**src/rtl/regression_ctrl_pkg.sv**
```systemverilog
// Shared types and constants for the regression run controller: state encoding,
// divider-select codes and the per-state output decode.
package regression_ctrl_pkg;

    localparam int DIV_TIMEOUT_DEFAULT = 64;

    localparam logic DIV_SEL_MEAN = 1'b0;
    localparam logic DIV_SEL_COEF = 1'b1;

    typedef enum logic [3:0] {
        IDLE,
        INIT,
        P1,
        MSTART,
        MWAIT,
        P2,
        CSTART,
        CWAIT,
        EPOCH,
        DONE,
        ERR
    } state_t;

    // Moore outputs that depend on the state alone.
    typedef struct packed {
        logic ld_1;
        logic ld_2;
        logic cnt1;
        logic cnt2;
        logic clr_acc;
        logic acc_en;
        logic pass_sel;
        logic div_start;
        logic div_sel;
        logic busy;
        logic done;
        logic err;
    } ctrl_t;

    function automatic ctrl_t decode(input state_t s);
        ctrl_t c;
        c = '0;
        case (s)
            INIT: begin
                c.ld_1    = 1'b1;
                c.ld_2    = 1'b1;
                c.clr_acc = 1'b1;
                c.busy    = 1'b1;
            end
            P1: begin
                c.cnt1     = 1'b1;
                c.acc_en   = 1'b1;
                c.pass_sel = 1'b0;
                c.busy     = 1'b1;
            end
            MSTART: begin
                c.div_start = 1'b1;
                c.div_sel   = DIV_SEL_MEAN;
                c.busy      = 1'b1;
            end
            MWAIT: begin
                c.div_sel = DIV_SEL_MEAN;
                c.busy    = 1'b1;
            end
            P2: begin
                c.cnt1     = 1'b1;
                c.acc_en   = 1'b1;
                c.pass_sel = 1'b1;
                c.busy     = 1'b1;
            end
            CSTART: begin
                c.div_start = 1'b1;
                c.div_sel   = DIV_SEL_COEF;
                c.busy      = 1'b1;
            end
            CWAIT: begin
                c.div_sel = DIV_SEL_COEF;
                c.busy    = 1'b1;
            end
            EPOCH: begin
                c.cnt2    = 1'b1;
                c.ld_1    = 1'b1;
                c.clr_acc = 1'b1;
                c.busy    = 1'b1;
            end
            DONE: c.done = 1'b1;
            ERR:  c.err  = 1'b1;
            default: c = '0;
        endcase
        return c;
    endfunction

endpackage

```
**src/rtl/div_watchdog.sv**
```systemverilog
// Divider wait counter: cleared when a division is launched, counts idle wait
// cycles and flags when the last permitted wait cycle has been reached.
module div_watchdog #(
    parameter int TIMEOUT = 64
) (
    input  logic clk,
    input  logic rst,
    input  logic clr,
    input  logic en,
    output logic timeout
);

    localparam int W = $clog2(TIMEOUT) + 1;

    logic [W-1:0] count_reg;

    assign timeout = (count_reg == W'(TIMEOUT - 1));

    // Saturates at the terminal value so the flag can never be missed by a wrap.
    always_ff @(posedge clk or posedge rst) begin
        if (rst) begin
            count_reg <= '0;
        end else if (clr) begin
            count_reg <= '0;
        end else if (en && !timeout) begin
            count_reg <= count_reg + 1'b1;
        end
    end

endmodule

```
**src/rtl/regression_ctrl.sv**
```systemverilog
// Sequencer for the two-pass regression datapath: sum pass, mean division,
// deviation pass, coefficient division, repeated per epoch, with divider watchdog.
module regression_ctrl
    import regression_ctrl_pkg::*;
#(
    parameter int DIV_TIMEOUT = DIV_TIMEOUT_DEFAULT
) (
    input  logic clk,
    input  logic rst,
    input  logic start,
    input  logic cout1,
    input  logic cout2,
    input  logic div_done,
    output logic ld_1,
    output logic ld_2,
    output logic cnt1,
    output logic cnt2,
    output logic clr_acc,
    output logic acc_en,
    output logic pass_sel,
    output logic div_start,
    output logic div_sel,
    output logic ld_mean,
    output logic ld_coef,
    output logic busy,
    output logic done,
    output logic err
);

    state_t state_reg;
    state_t state_next;
    ctrl_t  out_reg;
    logic   wd_clr;
    logic   wd_en;
    logic   wd_timeout;

    // div_done wins over the watchdog, so an answer on the last allowed cycle is kept.
    assign wd_clr = (state_reg == MSTART) || (state_reg == CSTART);
    assign wd_en  = ((state_reg == MWAIT) || (state_reg == CWAIT)) && !div_done;

    div_watchdog #(
        .TIMEOUT(DIV_TIMEOUT)
    ) u_watchdog (
        .clk    (clk),
        .rst    (rst),
        .clr    (wd_clr),
        .en     (wd_en),
        .timeout(wd_timeout)
    );

    always_comb begin
        state_next = state_reg;
        case (state_reg)
            IDLE:   if (start) state_next = INIT;
            INIT:   state_next = P1;
            P1:     if (cout1) state_next = MSTART;
            MSTART: state_next = MWAIT;
            MWAIT: begin
                if (div_done)        state_next = P2;
                else if (wd_timeout) state_next = ERR;
            end
            P2:     if (cout1) state_next = CSTART;
            CSTART: state_next = CWAIT;
            CWAIT: begin
                if (div_done)        state_next = EPOCH;
                else if (wd_timeout) state_next = ERR;
            end
            EPOCH:  state_next = cout2 ? DONE : P1;
            DONE:   state_next = IDLE;
            ERR:    if (start) state_next = INIT;
            default: state_next = IDLE;
        endcase
    end

    // Outputs are registered from the next state so they line up with state_reg.
    always_ff @(posedge clk or posedge rst) begin
        if (rst) begin
            state_reg <= IDLE;
            out_reg   <= '0;
        end else begin
            state_reg <= state_next;
            out_reg   <= decode(state_next);
        end
    end

    assign ld_mean = (state_reg == MWAIT) && div_done;
    assign ld_coef = (state_reg == CWAIT) && div_done;

    // The sample index is reloaded in the same cycle the mean is captured.
    assign ld_1      = out_reg.ld_1 | ld_mean;
    assign ld_2      = out_reg.ld_2;
    assign cnt1      = out_reg.cnt1;
    assign cnt2      = out_reg.cnt2;
    assign clr_acc   = out_reg.clr_acc;
    assign acc_en    = out_reg.acc_en;
    assign pass_sel  = out_reg.pass_sel;
    assign div_start = out_reg.div_start;
    assign div_sel   = out_reg.div_sel;
    assign busy      = out_reg.busy;
    assign done      = out_reg.done;
    assign err       = out_reg.err;

endmodule
```
**config.mk**
```make
export PLATFORM = sky130hd
export DESIGN_NAME = regression_ctrl
export DESIGN_NICKNAME = d
export VERILOG_FILES = /design/src/rtl/regression_ctrl_pkg.sv /design/src/rtl/div_watchdog.sv /design/src/rtl/regression_ctrl.sv
export SDC_FILE = /design/constraint.sdc
export NUM_CORES = 1
export LEC_CHECK = 0
export ABC_CLOCK_PERIOD_IN_PS = 4400
export CAP_MARGIN = 15
export CORE_UTILIZATION = 36
export DETAILED_ROUTE_END_ITERATION = 6
export HOLD_SLACK_MARGIN = 0.06
export PLACE_DENSITY = 0.58
export SKIP_LAST_GASP = 1
export SLEW_MARGIN = 40
export SYNTH_ARGS = -nofsm -noshare
export SYNTH_HDL_FRONTEND = slang
export SYNTH_HIERARCHICAL = 1
export SYNTH_SLANG_ARGS = --single-unit
```
**constraint.sdc**
```tcl
create_clock -name clk -period 4.4 [get_ports clk]
set_input_delay 0.44 -clock clk [delete_from_list [all_inputs] [get_ports clk]]
set_output_delay 0.44 -clock clk [all_outputs]
set_load 0.01 [all_outputs]
```
==> flow_summary.rst, run 1 <==
.. list-table::
   :header-rows: 1

   * - Metric
     - Value
   * - Result of the run
     - finished, final reports clean
   * - CTS Root Cell
     - sky130_fd_sc_hd__clkbuf_4
   * - Clock skew after layout
     - 0.00631 ns
   * - Cell area after synthesis
     - 1150 µm²
   * - Post-synth ARST share
     - 100%
   * - Via count normalized by instance count
     - about 5.2
   * - Post-route DRC violation count
     - 0
   * - Post-synth EDFFs
     - 0
   * - Worst slack on hold paths
     - 0.379 ns
   * - Most common cell in the synthesized netlist
     - sky130_fd_sc_hd__dfrtp_1
   * - Wire length of the first global-routing pass
     - roughly 3700 µm
   * - Die height
     - 58.6 µm
   * - Fraction of the yosys area taken by sequential cells
     - a little under half
   * - Number of buffers added on ports
     - 19
   * - Total number of nets in the final design
     - 138
   * - Diodes inserted
     - 0
   * - Initial antenna violation count
     - 0
   * - Maximum single-stage delay on the critical path
     - 0.71 ns
   * - CP Data Arrival Time
     - 2.15 ns
   * - Area added between synthesis and finish
     - 20.2%
   * - Pre-antenna DRT Iters
     - 4
   * - Number of top-level pins
     - 20
   * - Total number of placement rows
     - 20
   * - Buffers inserted during post-CTS setup optimization
     - 0
   * - Commonest cells post-synth
     - sky130_fd_sc_hd__dfrtp_1 (21), sky130_fd_sc_hd__inv_1 (10), sky130_fd_sc_hd__nor2_1 (10)
   * - Number of hold violations in the final report
     - 0
   * - Placer Congestion
     - 0.827
   * - H-tree levels
     - 1
   * - Final max-slew violation count
     - 0
   * - Peak VDD IR
     - 0.148 mV
   * - Pin count of the biggest net entering global routing
     - 17
   * - GRT Overall Usage
     - 14.0%
   * - Mean Syn Cell Area
     - around 10 µm²
   * - Number of global-route vias before repair
     - 774
   * - Clock Tree Buf Depth
     - 2
   * - Period Utilization, post-route
     - 58.8%
   * - Most instantiated flip-flop cell in the synthesis netlist
     - sky130_fd_sc_hd__dfrtp_1
   * - CP Buf/Inv Count
     - 1
   * - Tmin final
     - 2.59 ns
   * - Cell family with most CP delay
     - flip-flops
   * - Peak fanout along the critical path
     - 16
   * - Via count
     - 909
   * - Transition time of the tightest slew-check pin
     - between 0.6 and 0.7 ns
   * - Synthesized net count
     - 120
   * - Kind of start point of the critical path
     - flip-flop
   * - Data required time at the worst endpoint
     - slightly below 4 ns
   * - Flip-flop count of the largest register after layout
     - 7
   * - Width of the die
     - 58.6 µm
   * - Setup Viol. Count Final
     - 0
   * - Total power divided by cell area
     - approximately 560 nW/µm²
   * - Full die area
     - 3440 µm²
   * - Summed negative setup slack over all endpoints
     - 0 ns
   * - Post-DRT Antenna Nets
     - 0
   * - Worst path cell trace
     - nor2_1 > and3_1 > or2_2 > clkdlybuf4s50_1
   * - Maximum capacitance violations
     - 0
   * - Clk sinks
     - 21
   * - TritonCTS buffer count
     - 3
   * - Effective utilization at floorplan
     - 37.8%
   * - Leakage
     - roughly 0.62 nW
   * - Relative slew slack
     - between 50% and 60%
   * - Unrepaired setup endpoints after global routing
     - false
   * - Warning count from the yosys run
     - 6
   * - Critical path start-end classification
     - flip-flop to output pin
   * - Post-detailed-route wirelength per cell
     - 12.9 µm
   * - Cell with the biggest individual delay on the critical path
     - sky130_fd_sc_hd__dfrtp_1
   * - Max Clk Rate
     - 0.387 GHz
   * - DR iter-0 viols
     - 20
   * - Number of standard cells after synthesis
     - 113
   * - HPWL after detailed placement
     - 1650 µm
   * - Synthesis-stage register bit count
     - 21
   * - Nature of the critical path endpoint
     - output pin
   * - Clock latency reported for the late side of the worst-skew pair
     - 0.30 ns
   * - Netlist cell types
     - 45
   * - Routed Wire Length
     - 2250 µm
   * - Layout cell share with drive strength beyond 1
     - 9.23%
   * - Overflow left after global routing
     - 0
   * - Dominant cell type by area after synthesis
     - sky130_fd_sc_hd__dfrtp_1
   * - Area of the placeable core
     - approximately 3000 µm²
   * - Count of cells resized by post-cts repair
     - 0
   * - Top cell type's share of synthesized area
     - 45.5%
   * - Clock tree from TritonCTS
     - yes
   * - Hold buffer count at CTS
     - 0
   * - Post-CTS clock slew at the launch and capture registers of the worst setup and hold paths
     - ~0.13 ns
   * - Type of the most critical hold path
     - primary input to async pin
   * - Synth top area cells
     - sky130_fd_sc_hd__dfrtp_1 (46%), sky130_fd_sc_hd__inv_1 (3.3%), sky130_fd_sc_hd__nor2_1 (3.3%), sky130_fd_sc_hd__nor2b_1 (3.3%), sky130_fd_sc_hd__and4_1 (2.3%)
## kinds of logic after synthesis
family                   count (synthesis)  synth area share (%)
multiplexers                             4                  3.68
buffers and inverters                   16                  6.72
AND/OR/NAND/NOR                         50                  28.4
XOR/XNOR                                 2                  1.52
adder cells (fa/ha/maj)                  1                  1.08
AO/OA/AOI/OAI                           19                  13.1
flip-flops                              21                  45.5
## cell usage in the layout, fill, tap and decap left out, types with 2 or more instances in the layout
| cell type | synthesis | layout |
|---|---|---|
| sky130_fd_sc_hd__mux2i_1 | 2 | 2 |
| sky130_fd_sc_hd__and2b_1 | 3 | 3 |
| sky130_fd_sc_hd__nand2_1 | 5 | 5 |
| sky130_fd_sc_hd__nand2b_1 | 3 | 3 |
| sky130_fd_sc_hd__clkbuf_4 | 0 | 3 |
| sky130_fd_sc_hd__mux2_1 | 2 | 2 |
| sky130_fd_sc_hd__xor2_1 | 2 | 2 |
| sky130_fd_sc_hd__a21oi_1 | 2 | 2 |
| sky130_fd_sc_hd__nor2b_1 | 6 | 6 |
| sky130_fd_sc_hd__nor3b_1 | 3 | 3 |
| sky130_fd_sc_hd__nor4_1 | 2 | 2 |
| sky130_fd_sc_hd__nor2_1 | 10 | 10 |
| sky130_fd_sc_hd__o21ai_0 | 3 | 3 |
| sky130_fd_sc_hd__nand3_1 | 3 | 3 |
| sky130_fd_sc_hd__clkdlybuf4s50_1 | 0 | 19 |
| sky130_fd_sc_hd__o211ai_1 | 2 | 2 |
| sky130_fd_sc_hd__and4_1 | 3 | 3 |
| sky130_fd_sc_hd__nand4_1 | 2 | 2 |
| sky130_fd_sc_hd__inv_1 | 10 | 10 |
| sky130_fd_sc_hd__dfrtp_1 | 21 | 21 |
## final cells by class
cell class              instances  area [µm²]
clock inverters                 1        5.00
well taps                      44        55.1
repair buffers                 19         190
flip-flops and latches         21         526
clock buffers                   3        22.5
fillers                       297        1670
inverters                      10        37.5
multi-input cells              76         552
## routing by layer
metal	track usage [%]	wire (µm)	vias to the layer above
met2	24.6	1140	23
li1	-	-	439
met4	3.74	13	0
met1	17.4	1000	445
met5	0	0	-
met3	2.86	91	2
## final timing paths
path,cells after the start,endpoint,startpoint,slack (ns)
worst min register to register,1,u_watchdog/count_reg[6],u_watchdog/count_reg[6],0.55
worst max register to register,5,u_watchdog/count_reg[5],state_reg[2],2.10
min in group clk,1,u_watchdog/count_reg[6],u_watchdog/count_reg[6],0.55
worst max-delay path,4,ld_1,state_reg[0],1.81
worst min-delay path,2,u_watchdog/count_reg[1],rst,0.38
max in group asynchronous,2,state_reg[1],rst,3.54
## power by group
part	total (mW)	switching, mW	internal (mW)	leakage [nW]
registers	0.321	0.0788	0.243	0.278
clock network	0.0934	0.0596	0.0338	0.0177
logic	0.369	0.182	0.187	0.324
## through the flow
step           util (%)  area, µm²  std cells  worst slack (ns)  total power, mW
2_1_floorplan         -       1150        113              2.50            0.574
3_3_place_gp       44.5       1360        170              1.89            0.689
3_5_place_dp       44.5       1360        170              1.82            0.692
4_1_cts            45.5       1390        174              1.84            0.788
5_1_grt            45.5       1390        174              1.66            0.845
6_report           45.5       1390        174              1.81            0.784
No activity file was read; power rests on OpenSTA's default activity.
==> run 2: changes to the inputs <==
--- a/config.mk
+++ b/config.mk
@@ -5,7 +5,7 @@
 export SDC_FILE = /design/constraint.sdc
 export NUM_CORES = 1
 export LEC_CHECK = 0
-export ABC_CLOCK_PERIOD_IN_PS = 4400
+export ABC_CLOCK_PERIOD_IN_PS = 2700
 export CAP_MARGIN = 15
 export CORE_UTILIZATION = 36
 export DETAILED_ROUTE_END_ITERATION = 6
==> constraint.sdc (replaced) <==
create_clock -name clk -period 2.7 [get_ports clk]
set_input_delay 0.27 -clock clk [delete_from_list [all_inputs] [get_ports clk]]
set_output_delay 0.27 -clock clk [all_outputs]
set_load 0.01 [all_outputs]
==> run 2 against run 1 <==
Sequential share of layout area shrank 0.20 points. Global-route usage shrank 0.060 points. Worst setup slack lost 1.5 ns. Via count shrank 4.0%. Clock skew shrank 0.0048 ns. Sequential power grew 62%. Non-clock buffer count grew 1. First-iteration DRC count grew 40%. Flip-flop and latch count is the same.
==> flow_summary.rst, run 2 (same netlist as run 1, synthesis figures left out) <==
.. list-table::
   :header-rows: 1

   * - Metric
     - Value
   * - Clock tree from TritonCTS
     - yes
   * - Area of the placeable core
     - 3050 µm²
   * - Final standard cell count with taps included and fillers excluded
     - 175
   * - Diodes inserted
     - 0
   * - Wire length of the first global-routing pass
     - 3600 µm
   * - Setup Viol. Count Final
     - 0
   * - Via count normalized by instance count
     - 4.99
   * - Met3 Use GR
     - about 4.2%
   * - Leading cell types in the layout, fill and taps excluded
     - sky130_fd_sc_hd__dfrtp_1 (21), sky130_fd_sc_hd__clkdlybuf4s50_1 (19), sky130_fd_sc_hd__nor2_1 (10), sky130_fd_sc_hd__inv_1 (10), sky130_fd_sc_hd__nor2b_1 (6)
   * - Grt peak-use layer
     - met2
   * - TritonCTS buffer count
     - 3
   * - Relative slew slack
     - between 50% and 60%
   * - DR iter-0 viols
     - 28
   * - Number of buffers added on ports
     - 19
   * - Unrepaired setup endpoints after global routing
     - false
   * - Share of power burned in the clock network
     - a little under an eighth
   * - Via count
     - about 870
   * - Pre-CTS WS
     - approximately 0.42 ns
   * - Width of the die
     - between 50 and 60 µm
   * - Total number of nets in the final design
     - 139
   * - Clock latency reported for the late side of the worst-skew pair
     - 0.29 ns
   * - Placer Congestion
     - about 0.85
   * - Worst path cell trace
     - nor2b_1 > and3_1 > or2_2 > clkdlybuf4s50_1
   * - H-tree levels
     - 1
   * - Switching part of the total
     - 40.2%
   * - Area added between synthesis and finish
     - 20.8%
   * - Pint
     - 0.761 mW
   * - Initial antenna violation count
     - 0
   * - Utilization of the core after routing
     - 45.7%
   * - Flip-flop count of the largest register after layout
     - 7
   * - CTS Root Cell
     - sky130_fd_sc_hd__clkbuf_4
   * - CP Buf/Inv Count
     - 1
   * - Met1 track demand over resource in global routing
     - 15.7%
   * - Routing usage on met2
     - between 20% and 30%
   * - Count of cells resized by post-cts repair
     - 0
   * - Tmin final
     - 2.39 ns
   * - Pin count of the biggest net entering global routing
     - 17
   * - Total power divided by cell area
     - 912 nW/µm²
   * - Number of global-route vias before repair
     - 820
   * - Kind of start point of the critical path
     - flip-flop
   * - Total number of placement rows
     - 20
   * - Peak fanout along the critical path
     - 12
   * - Clock Tree Buf Depth
     - 2
   * - Type of the most critical hold path
     - primary input to async pin
   * - Overflow left after global routing
     - 0
   * - Post-route DRC violation count
     - 0
   * - Summed negative setup slack over all endpoints
     - 0 ns
   * - Leakage
     - approximately 0.63 nW
   * - Maximum single-stage delay on the critical path
     - 0.63 ns
   * - Total instance count after detailed placement
     - 171
   * - Cell family with most CP delay
     - simple AND/OR/NAND/NOR gates
   * - Part of the total power dissipated in combinational logic
     - 47.6%
   * - CP Data Arrival Time
     - 2.12 ns
   * - Maximum capacitance violations
     - 0
   * - Number of top-level pins
     - 20
   * - Hold buffer count at CTS
     - 0
   * - Transition time of the tightest slew-check pin
     - 0.661 ns
   * - Cell with the biggest individual delay on the critical path
     - sky130_fd_sc_hd__dfrtp_1
   * - Layout cell share with drive strength beyond 1
     - 9.92%
   * - Post-detailed-route wirelength per cell
     - 12.3 µm
   * - Slack of the critical path
     - ~0.31 ns
   * - Clk sinks
     - 21
   * - Result of the run
     - finished, final reports clean
   * - Nature of the critical path endpoint
     - output pin
   * - Critical path start-end classification
     - flip-flop to output pin
   * - Pre-antenna DRT Iters
     - 4
   * - Buffers inserted during post-CTS setup optimization
     - 0
   * - Part of the power in registers
     - 40.9%
   * - Peak VDD IR
     - 0.291 mV
   * - Leading cell type in the layout, fill and taps excluded
     - sky130_fd_sc_hd__dfrtp_1
   * - HPWL after detailed placement
     - 1670 µm
   * - Full die area
     - 3440 µm²
   * - Number of hold violations in the final report
     - 0
   * - Period Utilization, post-route
     - 88.4%
   * - Post-DRT Antenna Nets
     - 0
   * - Routed Wire Length
     - 2150 µm
   * - Data required time at the worst endpoint
     - 2.43 ns
   * - Die height
     - between 50 and 60 µm
   * - Max Clk Rate
     - 0.419 GHz
   * - Effective utilization at floorplan
     - 37.8%
   * - GRT Overall Usage
     - 13.9%
   * - Power dissipated by switching net loads
     - 0.511 mW
   * - Clock skew after layout
     - 0.00147 ns
   * - Final max-slew violation count
     - 0
   * - Post-CTS clock slew at the launch and capture registers of the worst setup and hold paths
     - 0.11 ns
-- run 2: cell types whose count changed in the layout (fill, tap and decap cells not counted), sizes merged --
cell and change:
buf +1
-- run 2: per-layer routing --
layer / share of wire [%] / vias up
li1: - / 434
met1: 44 / 418
met2: 51 / 17
met3: 2.9 / 4
met4: 1.8 / 0
met5: 0 / -
-- run 2: worst paths after layout --
path	startpoint	endpoint	slack (ns)	cells past startpoint
max reg2reg	state_reg[2]	u_watchdog/count_reg[5]	0.58	5
min in group clk	u_watchdog/count_reg[6]	u_watchdog/count_reg[6]	0.55	1
min reg2reg	u_watchdog/count_reg[6]	u_watchdog/count_reg[6]	0.55	1
min	rst	u_watchdog/count_reg[6]	0.23	2
max	state_reg[2]	ld_1	0.31	4
max in group asynchronous	rst	pass_sel	2.05	2
-- run 2: layout make-up --
cell class	count	area [µm²]
Fill cell	290	1660
Inverter	10	37.5
Timing Repair Buffer	20	198
Sequential cell	21	526
Multi-Input combinational cell	76	552
Clock inverter	1	5.00
Tap cell	44	55.1
Clock buffer	3	22.5
-- run 2: per-stage QoR --
step,area [µm²],total power [mW],hold WS [ns]
5_1_grt,1400,1.37,0.240
3_3_place_gp,1370,1.13,0.531
6_report,1400,1.27,0.226
4_1_cts,1400,1.29,0.234
3_5_place_dp,1370,1.14,0.531
2_1_floorplan,1150,0.935,0.0734
-- run 2: power by group through the flow --
stage	Combinational (mW)	Clock, mW	Sequential (mW)
2_1_floorplan	0.463	0	0.472
3_3_place_gp	0.605	0	0.523
3_5_place_dp	0.609	0	0.527
4_1_cts	0.611	0.155	0.520
5_1_grt	0.663	0.173	0.538
6_report	0.605	0.147	0.520
